[src/rtl/regfile_pkg.sv]
// Shared register-file constants and the architectural register address type.
package regfile_pkg;
  localparam int NUM_REGS = 32;
  localparam int XLEN = 64;
  localparam int RA_W = 5;
  typedef logic [RA_W-1:0] reg_addr_t;
  localparam reg_addr_t REG_ZERO = 5'd0;
endpackage

[src/rtl/reg_wb_sched_rr_arbiter.sv]
// Round-robin arbiter: one-hot grant searched upward from a rotating pointer,
// with the pointer moving just past each granted requester.
module rr_arbiter #(
  parameter int N = 2,
  parameter int IDX_W = (N > 1) ? $clog2(N) : 1
) (
  input  logic             clk,
  input  logic             rst,
  input  logic [N-1:0]     req,
  output logic [N-1:0]     grant,
  output logic [IDX_W-1:0] grant_idx
);
  logic [IDX_W-1:0] ptr_r;
  logic [N-1:0]     grant_s;
  logic [IDX_W-1:0] idx_s;
  logic [IDX_W-1:0] cand_s;
  logic [IDX_W:0]   sum_s;
  logic             found_s;

  // Pick the first request at or above the pointer, wrapping modulo N.
  always_comb begin
    grant_s = '0;
    idx_s   = '0;
    cand_s  = '0;
    sum_s   = '0;
    found_s = 1'b0;
    for (int k = 0; k < N; k++) begin
      sum_s = {1'b0, ptr_r} + (IDX_W+1)'(k);
      if (sum_s >= (IDX_W+1)'(N)) begin
        sum_s = sum_s - (IDX_W+1)'(N);
      end else begin
        sum_s = sum_s;
      end
      cand_s = sum_s[IDX_W-1:0];
      if (req[cand_s] && !found_s && !rst) begin
        grant_s[cand_s] = 1'b1;
        idx_s           = cand_s;
        found_s         = 1'b1;
      end else begin
        found_s = found_s;
      end
    end
  end

  // Pointer register: next search starts after the winner.
  always_ff @(posedge clk) begin
    if (rst) begin
      ptr_r <= '0;
    end else if (found_s) begin
      ptr_r <= (idx_s == IDX_W'(N-1)) ? '0 : idx_s + IDX_W'(1);
    end else begin
      ptr_r <= ptr_r;
    end
  end

  assign grant     = grant_s;
  assign grant_idx = idx_s;
endmodule

[src/rtl/reg_wb_sched.sv]
// Writeback scheduler: round-robin onto the single register-file write port,
// with a per-register busy scoreboard for RAW/WAW stalls and x0 suppression.
module reg_wb_sched
  import regfile_pkg::*;
#(
  parameter int NUM_SRC = 2,
  parameter int XLEN    = 64,
  parameter int RA_W    = 5
) (
  input  logic                    clk,
  input  logic                    rst,
  input  logic [NUM_SRC-1:0]      src_valid,
  input  logic [NUM_SRC*RA_W-1:0] src_reg,
  input  logic [NUM_SRC*XLEN-1:0] src_data,
  output logic [NUM_SRC-1:0]      src_ready,
  input  logic                    issue_en,
  input  logic [RA_W-1:0]         issue_reg,
  output logic                    issue_ready,
  output logic                    write_en,
  output logic [RA_W-1:0]         write_reg,
  output logic [XLEN-1:0]         write_data,
  output logic [NUM_REGS-1:0]     busy
);
  localparam int IDX_W = (NUM_SRC > 1) ? $clog2(NUM_SRC) : 1;

  logic [NUM_SRC-1:0]  grant_s;
  logic [IDX_W-1:0]    gidx_s;
  logic                acc_s;
  logic [RA_W-1:0]     acc_reg_s;
  logic [XLEN-1:0]     acc_data_s;
  logic                issue_ready_s;
  logic                set_s;
  logic                clr_s;
  logic [NUM_REGS-1:0] busy_nxt_s;
  logic [NUM_REGS-1:0] busy_r;
  logic                write_en_r;
  logic [RA_W-1:0]     write_reg_r;
  logic [XLEN-1:0]     write_data_r;

  rr_arbiter #(.N(NUM_SRC), .IDX_W(IDX_W)) u_arb (
    .clk       (clk),
    .rst       (rst),
    .req       (src_valid),
    .grant     (grant_s),
    .grant_idx (gidx_s)
  );

  // Winner selection, reservation check and next scoreboard value.
  always_comb begin
    acc_s         = |grant_s;
    acc_reg_s     = src_reg[gidx_s*RA_W +: RA_W];
    acc_data_s    = src_data[gidx_s*XLEN +: XLEN];
    issue_ready_s = (issue_reg == REG_ZERO) | ~busy_r[issue_reg];
    set_s         = issue_en & issue_ready_s & (issue_reg != REG_ZERO);
    clr_s         = acc_s & (acc_reg_s != REG_ZERO);
    busy_nxt_s    = busy_r;
    if (clr_s) begin
      busy_nxt_s[acc_reg_s] = 1'b0;
    end else begin
      busy_nxt_s = busy_nxt_s;
    end
    // Applied after the clear so a same-edge reservation wins.
    if (set_s) begin
      busy_nxt_s[issue_reg] = 1'b1;
    end else begin
      busy_nxt_s = busy_nxt_s;
    end
    busy_nxt_s[0] = 1'b0;
  end

  // Write-port and scoreboard registers.
  always_ff @(posedge clk) begin
    if (rst) begin
      busy_r       <= '0;
      write_en_r   <= 1'b0;
      write_reg_r  <= '0;
      write_data_r <= '0;
    end else begin
      busy_r     <= busy_nxt_s;
      write_en_r <= clr_s;
      if (acc_s) begin
        write_reg_r  <= acc_reg_s;
        write_data_r <= acc_data_s;
      end else begin
        write_reg_r  <= write_reg_r;
        write_data_r <= write_data_r;
      end
    end
  end

  assign src_ready   = grant_s;
  assign issue_ready = issue_ready_s;
  assign write_en    = write_en_r;
  assign write_reg   = write_reg_r;
  assign write_data  = write_data_r;
  assign busy        = busy_r;
endmodule

[config.mk]
export PLATFORM = sky130hd
export DESIGN_NAME = reg_wb_sched
export DESIGN_NICKNAME = d
export VERILOG_FILES = /design/src/rtl/regfile_pkg.sv /design/src/rtl/reg_wb_sched_rr_arbiter.sv /design/src/rtl/reg_wb_sched.sv
export SDC_FILE = /design/constraint.sdc
export NUM_CORES = 1
export LEC_CHECK = 0
export ABC_CLOCK_PERIOD_IN_PS = 4830
export BUFFER_PORTS_ARGS = -buffer_cell sky130_fd_sc_hd__clkbuf_2
export CORE_MARGIN = 4
export CORE_UTILIZATION = 50
export CTS_BUF_LIST = sky130_fd_sc_hd__clkbuf_4 sky130_fd_sc_hd__clkbuf_8 sky130_fd_sc_hd__clkbuf_16
export CTS_CLUSTER_DIAMETER = 40
export DETAILED_ROUTE_END_ITERATION = 8
export PLACE_DENSITY_LB_ADDON = 0.05
export SLEW_MARGIN = 30
export SYNTH_ARGS = -nofsm -noshare
export SYNTH_HDL_FRONTEND = slang
export SYNTH_SLANG_ARGS = --single-unit
[constraint.sdc]
create_clock -name clk -period 4.83 [get_ports clk]
set_input_delay 0.966 -clock clk [delete_from_list [all_inputs] [get_ports clk]]
set_output_delay 0.966 -clock clk [all_outputs]
set_load 0.1 [all_outputs]
; After elaboration in Yosys (flattened, before gate mapping)
; Cells that the tools add are included.
[totals]
mem_bits_ro = 0
latchBits = 0
regBits = 103
n_memories = 0
ramBits = 0
[classes]
reduce_logical = 13
n_bitwise = 9
shifts = 2
magnitude_cmp = 10
n_addsub = 4
div = 0
n_eq_ne = 0
mul = 1
muxes = 25
[op_table]
columns = cell, n
row1 = 128-bit by 8-bit indexed part select with 64-bit output, 1
row2 = 32-bit two-way mux, 2
row3 = 32-bit bitwise AND, 1
row4 = 32-bit inverter, 1
row5 = 32-bit OR, 1
row6 = 1-bit two-way mux, 16
row7 = "5-bit by 6-bit less-than comparator with 1-bit output, second input constant", 2
row8 = 1-bit demux with 5-bit select, 2
row9 = "5-bit by 1-bit >= comparator with 1-bit output, second input constant", 2
row10 = 5-bit nonzero test, 2
row11 = 10-bit by 5-bit indexed part select with 5-bit output, 1
row12 = 1-bit logical AND, 7
row13 = 1-bit binary-select mux with 5-bit select, 1
row14 = 5-bit logical NOT, 1
row15 = "1-bit by 2-bit less-than comparator with 1-bit output, second input constant", 2
row16 = "1-bit by 3-bit multiplier with 4-bit output, second input constant", 1
row17 = 2-bit two-way mux, 2
row18 = 1-bit bitwise AND, 3
row19 = "1-bit by 1-bit adder with 2-bit output, second input constant", 1
row20 = 1-bit demux with 1-bit select, 2
row21 = "1-bit >= comparator, second input constant", 2
row22 = "1-bit by 2-bit >= comparator with 1-bit output, second input constant", 1
row23 = "2-bit >= comparator, second input constant", 1
row24 = 1-bit logical NOT, 2
row25 = 6 further kinds, 7

; Logic depth before layout (Yosys ltp)
; Gate-level depths: netlist of the first run.
[logic_depth]
depth_word = 21
mapped_depth = 8
depth_no_buf = 5

; Modules after synthesis
; From an unflattened synthesis of the first run, not the netlist that was laid out.
[unflattened]
cells_unflattened = 510
hier_area_um2 = 4964.8
[by_module_without_submodules]
columns = mod, cells_per_inst, seq_area_each_um2, instances, area_per_inst_um2
row1 = reg_wb_sched, 502, 2021.9, 1, 4888.4
row2 = rr_arbiter, 8, 20.0, 1, 76.3

; Least setup slack after synthesis of the first run
; Ideal clock, no wire load.
[synth_timing]
path_type = input port to output port
startpoint = input issue_reg[0]
endpoint = output issue_ready
arrival_time_ps = 4107
stages = 6
path_slack_ps = -243
required_ps = 3864
path_cell_list = buf_6 > buf_12 > mux2_4 > o2111ai_2 > o21ai_1 > a211oi_1
[synth_via]
elab_chain_len = 4
elab_cells_between_ends = 5
[synth_rtl]
columns = element, line
row1 = "start, declared", reg_wb_sched.sv:17  ; input logic [RA_W-1:0] issue_reg,
row2 = 1-bit binary-select mux with 5-bit select, reg_wb_sched.sv:53  ; issue_ready_s = (issue_reg == REG_ZERO) | ~busy_r[issue_reg];
row3 = 1-bit two-way mux (implied by the code), reg_wb_sched.sv:53
row4 = 1-bit inverter, reg_wb_sched.sv:53
row5 = 1-bit OR (*), reg_wb_sched.sv:53
row6 = "end, declared", reg_wb_sched.sv:18  ; output logic issue_ready,
; Mark *: on every way between the ends. The rest lies on a longest branch, timed or not. The select of a mux whose other input is x is not followed.

; Final worst setup path of the first run
; Ends and elaborated chain as after synthesis.

==> results.py, run 1 <==
metrics = {
    "global_route": {
        "gr-total-overflow": 0,
        "grt_pass1_wl_um": 27200,
        "antenna_found_initial": 0,
        "grt_usage_pct": 26.8,
        "grt_max_degree": 57,
        "grt_pass1_vias": 5317,
    },
    "detailed_routing": {
        "wl_per_cell_um": 17.6,
        "via_per_inst": 5.70,
        "wl_um": 16800,
        "vias": 5444,
        "drc": 0,
        "ant_nets": 0,
        "first_pass_iters": 8,
        "drt_iter0_markers": 544,
    },
    "synthesis": {
        "avgSynthCellArea_sq_um": 8.87,
        "ys_seq_area_share_pct": 38.6,
        "ys.flop_type": "dfxtp_1",
        "yosys.area.top_type_share_pct": 38.6,
        "synth.cell_area_sq_mm": 0.00529,
        "synth_edf_count": 0,
        "yosys.area.top_type": "dfxtp_1",
        "syn-num-nets": 744,
        "async_flop_share_pct": 0,
        "ys_warn_count": 0,
        "ys_top_cells_by_area": "dfxtp_1 (39%), mux2i_1 (14%), nand2_1 (5.6%)",
        "synth-seq-cells": 102,
        "syn-instance-count": 596,
        "ys_types": 59,
    },
    "sta": {
        "period_minus_slack_ns": 4.10,
        "slew_viol_final": 0,
        "fin_ws_ns": 0.732,
        "finalHoldViolCount": 0,
        "whs_ns": 0.450,
        "post-route-period-util_pct": 84.8,
        "tightest_slew_ns": 0.813,
        "max_freq_ghz": 0.244,
        "relSlewSlack_pct": 45.8,
        "rsz0062_at_grt": "false",
        "finalSetupViolations": 0,
        "worst_clock_skew_ns": 0.00814,
        "setup-tns-final_ns": 0,
    },
    "cells_and_area": {
        "largest_reg_flops": 64,
        "layout_commonest_cell": "clkbuf_2",
        "fillers": 915,
        "multi_input_area_sq_mm": 0.00286,
        "diodes": 0,
        "layout_common_cells": "clkbuf_2 (250), dfxtp_1 (102), nand2_1 (79)",
        "areaGrowthSynthToFinish_pct": 26.8,
        "layout.nets": 962,
        "regArea_sq_mm": 0.00204,
        "drive_gt1_share_pct": 35.7,
    },
    "floorplanning": {
        "ioPinCount": 253,
        "dieHeight_um": 111,
        "num_rows": 37,
        "core-area_sq_mm": 0.0103,
        "die_area_sq_mm": 0.0123,
        "start_util_pct": 51.2,
        "fp.dieW_um": 111,
    },
    "clocking": {
        "htree_levels": 3,
        "cts_buffers": 9,
        "post_cts_resized": 0,
        "clk_path_buf_depth": 2,
        "clk_latency_ns": 0.36,
        "cts_tree": "yes",
        "clk_pin_slew_ns": 0.09,
        "post_cts.repair.setup_buffers": 0,
        "cts-root-buf": "clkbuf_8",
        "hold_buffers": 0,
        "cts.sinks": 102,
    },
    "setup_path": {
        "crit_path_start_kind": "input pin",
        "worst-setup-path-type": "input pin to output pin",
        "crit_path_end_kind": "output pin",
        "cp.required_ns": 3.86,
        "worstPathArrival_ns": 3.13,
        "ff2ff_path_depth": 5,
        "worstPathMaxFanout": 24,
        "r2r_setup_slack_ns": 2.34,
    },
    "status": {
        "status": "finished, final reports clean",
    },
    "power": {
        "p_leak_nw": 3.13,
        "peakVddDrop_mv": 0.193,
        "powerDensity_mw_per_mm2": 321,
    },
    "placement": {
        "hpwlAfterDp_um": 13100,
        "dpl_worst_slack_ns": 0.770,
        "place_congestion": 0.891,
        "io_buffer_count": 251,
    },
    "job": {
        "cap_violations": 0,
    },
    "hold_path": {
        "holdPathStages": 2,
        "hold_class": "register to register",
    },
}
## final cells by class
cell class                      count  area share, %
Sequential cell                   102           30.5
Clock buffer                       13           2.30
Inverter                           30           1.68
Tap cell                          136           2.54
Clock inverter                      3          0.672
Timing Repair Buffer              257           19.6
Multi-Input combinational cell    414           42.7
## Yosys cell counts, drive strengths merged, types with 2 or more instances
master / count
inv: 30
nand2: 80
mux2i: 75
buf: 28
clkbuf: 22
a32oi: 2
o21ai: 80
and2: 5
o211ai: 10
nand4: 19
nand3: 14
o2111ai: 5
dfxtp: 102
o32ai: 24
nor4: 2
nand4b: 2
nor3: 2
a31oi: 2
a21o: 2
o22ai: 2
a21oi: 4
o311ai: 2
a222oi: 12
nand2b: 5
a211oi: 14
o21bai: 2
nor2: 12
mux4: 2
mux2: 4
a311oi: 4
nor2b: 12
a211o: 2
## worst paths after layout
path | start | to
max | issue_reg[0] | issue_ready
min | write_data[55]$_SDFFE_PP0P_ | write_data[55]$_SDFFE_PP0P_
max reg2reg | u_arb.ptr_r$_SDFFE_PP0P_ | write_data[0]$_SDFFE_PP0P_
min reg2reg | write_data[55]$_SDFFE_PP0P_ | write_data[55]$_SDFFE_PP0P_
## stage by stage
| stage | power [mW] | utilization [%] | area, sq um | cells |
|---|---|---|---|---|
| global placement | 1.61 | 63.0 | 6500 | 939 |
| detailed placement | 1.62 | 63.0 | 6500 | 939 |
| global route | 2.24 | 64.9 | 6700 | 955 |
| floorplan | 1.47 | - | 5290 | 596 |
| CTS | 2.16 | 64.9 | 6700 | 955 |
| finish | 2.15 | 64.9 | 6700 | 955 |
## where the power goes
group	switching, mW	internal, mW
clock network	0.285	0.264
logic	0.541	0.144
registers	0.0259	0.889
total	0.852	1.30
## layer usage
layer  track usage (%)  vias to the layer above  share of wire (%)
li1                  -                     2652                  -
met1              33.9                     2493                 40
met2              44.7                      270                 49
met3              5.90                       29                8.3
met4              9.93                        0                2.5
met5                 0                        -                  0
## worst max-delay path, cell delays in order
cell       delay, ns
clkbuf_2        0.36
and2_1          0.31
a2111oi_1       0.61
nor4_1          0.17
a211oi_2        0.21
clkbuf_2        0.49
## cells by family after synthesis
| group | share of synthesized area (%) |
|---|---|
| flip-flops | 38.6 |
| AND/OR/NAND/NOR | 14.3 |
| other | 0.0710 |
| multiplexers | 16.0 |
| AO/OA/AOI/OAI | 23.2 |
| buffers and inverters | 7.74 |
Power figures use the tool's default switching activity.
==> run 2, diff against run 1 <==
ABC_CLOCK_PERIOD_IN_PS = 3400   (was 4830)
CORE_UTILIZATION = 42   (was 50)
clock period = 3.4 ns   (was 4.83 ns; I/O delays follow)
==> run 2 against run 1 <==
Count of clock-buffer cells in the layout is 1 lower; first-iteration DRC count fell by 19%; final cell count is 3.5% higher; register-to-register slack got worse by 1.0 ns; critical path type unchanged; sequential power is 42% higher.
==> results.py, run 2 (synthesis results as in run 1) <==
metrics = {
    "status": {
        "status": "finished, final reports clean",
    },
    "detailed_routing": {
        "drc": 0,
        "via_per_inst": 5.46,
        "wl_um": 16800,
        "vias": 5393,
        "ant_nets": 0,
        "drt_iter0_markers": 440,
        "wl_per_cell_um": 17.0,
        "first_pass_iters": 7,
    },
    "clocking": {
        "htree_levels": 3,
        "cts_buffers": 9,
        "clk_pin_slew_ns": 0.07,
        "post_cts_resized": 0,
        "post_cts.repair.setup_buffers": 0,
        "cts-root-buf": "clkbuf_16",
        "cts_tree": "yes",
        "clk_latency_ns": 0.35,
        "clk_path_buf_depth": 2,
        "hold_buffers": 0,
        "cts.sinks": 102,
    },
    "global_route": {
        "grt_pass1_vias": 5166,
        "antenna_found_initial": 0,
        "gr-total-overflow": 0,
        "grt_max_degree": 67,
        "grt_pass1_wl_um": 26500,
        "grt_usage_pct": 22.6,
    },
    "cells_and_area": {
        "diodes": 0,
        "regArea_sq_mm": 0.00204,
        "layout_common_cells": "clkbuf_2 (249), dfxtp_1 (102), nand2_1 (79)",
        "layout_commonest_cell": "clkbuf_2",
        "final_core_util_pct": 56.9,
        "largest_reg_flops": 64,
        "fillers": 1157,
        "layout.nets": 963,
        "multi_input_area_sq_mm": 0.00287,
        "fin_cells": 988,
        "drive_gt1_share_pct": 35.6,
        "areaGrowthSynthToFinish_pct": 30.9,
    },
    "power": {
        "peakVddDrop_mv": 0.246,
        "powerDensity_mw_per_mm2": 487,
        "p_leak_nw": 3.22,
    },
    "sta": {
        "finalHoldViolCount": 0,
        "post-route-period-util_pct": 90.5,
        "relSlewSlack_pct": 47.9,
        "setup-tns-final_ns": 0,
        "finalSetupViolations": 0,
        "worst_clock_skew_ns": 0.00665,
        "tightest_slew_ns": 0.782,
        "fin_ws_ns": 0.324,
        "rsz0062_at_grt": "false",
        "whs_ns": 0.449,
        "slew_viol_final": 0,
        "max_freq_ghz": 0.325,
        "period_minus_slack_ns": 3.08,
    },
    "floorplanning": {
        "num_rows": 40,
        "fp.dieW_um": 120,
        "ioPinCount": 253,
        "start_util_pct": 43.5,
        "die_area_sq_mm": 0.0144,
        "dieHeight_um": 120,
        "core-area_sq_mm": 0.0122,
    },
    "placement": {
        "dpl_worst_slack_ns": 0.331,
        "placed_cells": 972,
        "io_buffer_count": 251,
        "hpwlAfterDp_um": 13000,
        "place_congestion": 0.878,
    },
    "setup_path": {
        "cp.required_ns": 2.72,
        "worstPathArrival_ns": 2.40,
        "crit_path_start_kind": "input pin",
        "worstPathMaxFanout": 16,
        "crit_path_end_kind": "output pin",
        "r2r-start": "u_arb.ptr_r$_SDFFE_PP0P_",
        "startpoint": "issue_reg[0]",
        "worst-setup-path-type": "input pin to output pin",
    },
    "hold_path": {
        "hold_start": "write_data[58]$_SDFFE_PP0P_",
        "hold_class": "register to register",
    },
    "job": {
        "cap_violations": 0,
    },
}
[run 2: changes by cell type in the layout (fill, tap and decap cells not counted), sizes merged]
| cell | change |
|---|---|
| buf | +2 |
| clkinvlp | -2 |
| clkinv | +2 |
| inv | +1 |
| clkbuf | -2 |
[run 2: worst paths after layout]
kind / cells past startpoint / end / slack, ns
setup / recovery: 7 / issue_ready / 0.32
hold / removal: 2 / write_data[58]$_SDFFE_PP0P_ / 0.45
setup reg to reg: 4 / busy[24]$_SDFF_PP0_ / 1.32
hold reg to reg: 2 / write_data[58]$_SDFFE_PP0P_ / 0.45
[run 2: routing by layer]
| layer | part of all wire, % | global-route usage, % | vias up |
|---|---|---|---|
| li1 | - | - | 2649 |
| met1 | 40 | 27.8 | 2462 |
| met2 | 49 | 38.0 | 256 |
| met3 | 9.3 | 5.94 | 26 |
| met4 | 2.2 | 8.66 | 0 |
| met5 | 0 | 0 | - |
[run 2: through the flow]
| stage | cell area, sq um | power [mW] |
|---|---|---|
| 2_1_floorplan | 5300 | 2.09 |
| 5_1_grt | 6920 | 3.50 |
| 3_3_place_gp | 6600 | 2.30 |
| 4_1_cts | 6920 | 3.40 |
| 3_5_place_dp | 6600 | 2.31 |
| 6_report | 6920 | 3.37 |
[run 2: power breakdown]
part           switching [mW]  total [mW]  internal [mW]
Combinational           0.768       0.978          0.211
Sequential             0.0371        1.30           1.26
Clock                   0.454        1.09          0.634
[run 2: worst max-delay path, cell delays in order]
cell	delay [ns]
clkbuf_2	0.33
buf_4	0.26
mux2i_1	0.09
mux4_2	0.49
mux2i_1	0.24
a211oi_4	0.11
buf_12	0.19
[run 2: final cells by class]
cell class,instances,share of cell area (%)
clock buffer,12,3.85
multi-input combinational,414,41.5
sequential,102,29.5
tap,168,3.04
inverter,30,1.63
clock inverter,4,0.760
timing repair buffer,258,19.7
